<file path="config.mk">
export PLATFORM = sky130hd
export DESIGN_NAME = register_bank_16x16
export DESIGN_NICKNAME = d
export VERILOG_FILES = /design/src/rtl/register_bank_16x16.sv
export SDC_FILE = /design/constraint.sdc
export NUM_CORES = 1
export LEC_CHECK = 0
export CAP_MARGIN = 0
export CELL_PAD_IN_SITES_DETAIL_PLACEMENT = 1
export CELL_PAD_IN_SITES_GLOBAL_PLACEMENT = 2
export CORE_ASPECT_RATIO = 0.75
export CORE_MARGIN = 2
export CORE_UTILIZATION = 27
export CTS_CLUSTER_DIAMETER = 80
export DETAILED_ROUTE_END_ITERATION = 6
export GPL_ROUTABILITY_DRIVEN = 0
export PLACE_DENSITY = 0.89
export SYNTH_ARGS = -nofsm -noshare
export SYNTH_HDL_FRONTEND = slang
export SYNTH_SLANG_ARGS = --single-unit
export TNS_END_PERCENT = 20
</file>
<file path="constraint.sdc">
create_clock -name clk -period 10.53 [get_ports clk]
set_input_delay 3.159 -clock clk [delete_from_list [all_inputs] [get_ports clk]]
set_output_delay 3.159 -clock clk [all_outputs]
set_load 0.01 [all_outputs]
</file>
<file path="src/rtl/register_bank_16x16.sv">
// register_bank_16x16: sixteen 16-bit architectural registers with two
// synchronous write ports (ALU write-back and memory-load write-back).
// The load port wins when both ports target the same register; that
// collision is reported one cycle later on wr_conflict.
// Optional build macro: REG_R0_ZERO_EN -- R0 hardwired to zero, valid[0]
// tied high, writes to address 0 discarded (collisions still flagged).
module register_bank_16x16 (
    input  logic        clk,
    input  logic        rst,
    input  logic        alu_we,
    input  logic [3:0]  alu_addr,
    input  logic [15:0] alu_data,
    input  logic        mem_we,
    input  logic [3:0]  mem_addr,
    input  logic [15:0] mem_data,
    output logic [15:0] registers [0:15],
    output logic [15:0] valid,
    output logic        wr_conflict
);

    localparam int unsigned NUM_REGS = 16;
    localparam int unsigned DATA_W   = 16;

`ifdef REG_R0_ZERO_EN
    localparam logic [NUM_REGS-1:0] VALID_RST    = NUM_REGS'(1);
    localparam logic [NUM_REGS-1:0] WRITABLE_MSK = ~NUM_REGS'(1);
`else
    localparam logic [NUM_REGS-1:0] VALID_RST    = '0;
    localparam logic [NUM_REGS-1:0] WRITABLE_MSK = '1;
`endif

    logic [NUM_REGS-1:0] alu_sel_c;
    logic [NUM_REGS-1:0] mem_sel_c;
    logic [NUM_REGS-1:0] load_c;
    logic [DATA_W-1:0]   next_data_c [0:NUM_REGS-1];
    logic                conflict_c;

    // One-hot write decode per port and per-register load enable
    always_comb begin
        alu_sel_c = '0;
        mem_sel_c = '0;
        if (alu_we) alu_sel_c[alu_addr] = 1'b1;
        if (mem_we) mem_sel_c[mem_addr] = 1'b1;
        load_c = (alu_sel_c | mem_sel_c) & WRITABLE_MSK;
    end

    // Per-register 2:1 data select, load port has priority
    always_comb begin
        for (int i = 0; i < NUM_REGS; i++) begin
            next_data_c[i] = mem_sel_c[i] ? mem_data : alu_data;
        end
    end

    // Same-address collision between the two ports in this cycle
    always_comb begin
        conflict_c = alu_we && mem_we && (alu_addr == mem_addr);
    end

    // Register storage, one enabled flop bank per architectural register
    for (genvar g = 0; g < NUM_REGS; g++) begin : g_reg
        always_ff @(posedge clk or posedge rst) begin
            if (rst) begin
                registers[g] <= '0;
            end else if (load_c[g]) begin
                registers[g] <= next_data_c[g];
            end
        end
    end

    // Sticky written-since-reset flags
    always_ff @(posedge clk or posedge rst) begin
        if (rst) begin
            valid <= VALID_RST;
        end else begin
            valid <= valid | load_c | VALID_RST;
        end
    end

    // Collision flag, high for exactly the cycle after each colliding write
    always_ff @(posedge clk or posedge rst) begin
        if (rst) begin
            wr_conflict <= 1'b0;
        end else begin
            wr_conflict <= conflict_c;
        end
    end

endmodule
</file>
==> reports/qor.yml <==
arrival_ns: 5.72
antenna_found_initial: 8
dp_hpwl_um: 44800
coreArea_um2: 50500
max_slew_margin_pct: 9.74
first_pass_iters: 6
cap_violations: 0
timing.rr.start: "registers[188]"
drt_iter0_drc: 1497
synth_flop_cell: "dfrtp_1"
htree_levels: 2
floorplan.rows: 71
setup_viol_count_final: 0
p_comb_share_pct: 29.5
rsz0062_at_grt: "false"
worst_r2r_endpoint: "registers[188]"
status: "completed"
grt_pass1_wl_um: 106000
vdd_drop_max_uv: 79.8
grt_pass1_vias: 15300
clk_path_buf_depth: 3
cts_resized: 0
layout-drive-gt1-share_pct: 6.24
io-pin-count: 317
power_per_cell_area_nw_per_um2: 213
via_per_inst: 6.02
syn_to_final_growth_pct: 32.1
design.die.area_um2: 53300
instances_no_fill: 2501
die_y_um: 200
avgSynthCellArea_um2: 8.38
seqPwrFrac_pct: 38.5
place_inst: 2440
period_minus_slack_ns: 5.36
post-cts-setup-buffer-count: 0
remaining_drc_errors: 0
crit_type: "input port to flop"
fin_tns_setup_ns: 0
r2r_setup_slack_ns: 9.64
fin_nets: 1863
internal_power_mw: 2.63
max_freq_mhz: 187
hold_path_end: "valid[1]"
cts-root-buf: "clkbuf_16"
start_util_pct: 27.5
seq_area_frac_synth_pct: 49.2
reg2regPathDepth: 2
ys_seq_elements: 273
hold_path.class: "flop to flop"
place_ws_ns: 4.73
port_buffers: 316
ys_top_cells_by_area: "dfrtp_1, a31oi_1, nor3_1"
numCtsBuffers: 34
cts_sinks: 273
final_common_cell: "clkdlybuf4s50_1"
cts_tree: "done"
synthCells: 1657
synth.cell_area_um2: 13900
cts_hold_buf: 0
drv_slew: 0
ant_nets: 0
cp-start-kind: "input port"
tightestPinTransition_ns: 1.35
synth_cell_type_count: 25
end_kind: "flop"
die_w_um: 266
netlist.area_leader.share_pct: 49.2
required_ns: 10.90
synth_edf_count: 0
clkTransAtPathRegs_ns: 0.06
wl_um: 72900
clk_latency_ns: 0.52
post_drt_wl_per_cell_um: 29.2
power_mw: 3.90
hp-start: "valid[1]"
final.setup.worst_slack_ns: 5.17
power_switching_mw: 1.27
finalCritPeriodShare_pct: 50.9
synth_area_leader_cell: "dfrtp_1"
yosysWarnings: 0
dr_total_vias: 15100
netSwitchingFraction_pct: 32.5
async_reset_ff_share_pct: 100
synth_nets: 1701
fin_util_pct: 36.4
grt-ovfl-total: 0
critPathMaxFanout: 47
grt_max_degree: 150
grt.total_usage_pct: 26.6
fin_worst_skew_ns: 0
hold_viol_final: 0
power.leakage_nw: 6.62
clock_power_share_pct: 32.0
whs_path_depth: 2
fillers: 5799
final_cell_mix: "clkdlybuf4s50_1, dfrtp_1, nand2_1, a31oi_1, nor3_1"
-- synth_stat cells (2+ instances only) --
cell	number
dfrtp_1	273
nand2_1	262
a31oi_1	260
nor3_1	256
o21ai_0	249
clkbuf_1	138
buf_2	52
and3b_1	34
buf_1	19
and3_1	17
nor3b_1	17
or2_2	14
inv_1	13
o211ai_1	12
buf_6	10
o21ai_1	7
nand2b_1	4
nand3b_1	4
or2_1	4
nand3_1	3
xor2_1	3
clkbuf_2	2
or3b_4	2
-- area by class of cell --
cell class | instances | area [um^2] | area share [%]
Antenna cell | 2 | 5.00 | 0.0273
Timing Repair Buffer | 347 | 3400 | 18.5
Inverter | 13 | 52.6 | 0.286
Multi-Input combinational cell | 1150 | 6080 | 33.1
Tap cell | 657 | 822 | 4.48
Sequential cell | 273 | 6830 | 37.2
Clock inverter | 11 | 138 | 0.750
Clock buffer | 48 | 1030 | 5.60
-- per-stage QoR --
step                instance area, um^2  hold slack [ns]
floorplan                         13900            0.507
global placement                  17200            0.458
detailed placement                17200            0.476
CTS                               18400            0.494
global route                      18400            0.516
finish                            18400            0.488
-- state kept, by name (all words and copies together) (netlist names) --
signal	flops
registers	256
wr_conflict	1
valid	16
-- power by group through the flow --
| stage | Combinational, mW | Sequential, mW | Clock [mW] |
|---|---|---|---|
| 2_1_floorplan | 0.347 | 1.55 | 0 |
| 4_1_cts | 1.16 | 1.50 | 1.26 |
| 5_1_grt | 1.23 | 1.52 | 1.30 |
| 6_report | 1.15 | 1.50 | 1.25 |
| 3_3_place_gp | 1.12 | 1.51 | 0 |
| 3_5_place_dp | 1.15 | 1.51 | 0 |
-- critical path: stages --
cell and delay (ns):
clkdlybuf4s50_1 0.72, nand3b_1 0.77, buf_4 0.58, o21ai_0 0.30
a31oi_1 0.14
-- worst max path at each step --
stage                            from  depth (start not counted)              to
after floorplan                   rst                          1    registers[0]
after global placement    mem_addr[3]                          5        valid[1]
after detailed placement  alu_addr[3]                          5   registers[96]
after CTS                 alu_addr[3]                          5   registers[97]
after global routing      alu_addr[0]                          5  registers[255]
final                     alu_addr[3]                          5   registers[97]
-- layer usage --
metal / track usage, % / wire length (um) / vias up
li1: - / - / 6284
met1: 37.3 / 31600 / 7832
met2: 40.0 / 32000 / 787
met3: 6.44 / 6900 / 145
met4: 8.87 / 2360 / 2
met5: 0 / 13 / -
-- logic make-up (layout without fill, tap and decap cells) --
logic type | count (synthesis) | count (layout) | synth area share, %
xor+xnor | 4 | 4 | 0.252
compound gates | 528 | 528 | 21.6
buf+inv | 234 | 419 | 7.35
flops | 273 | 273 | 49.2
other cells | 0 | 2 | 0
simple gates | 618 | 618 | 21.6
(Power assumes the default switching activity.)
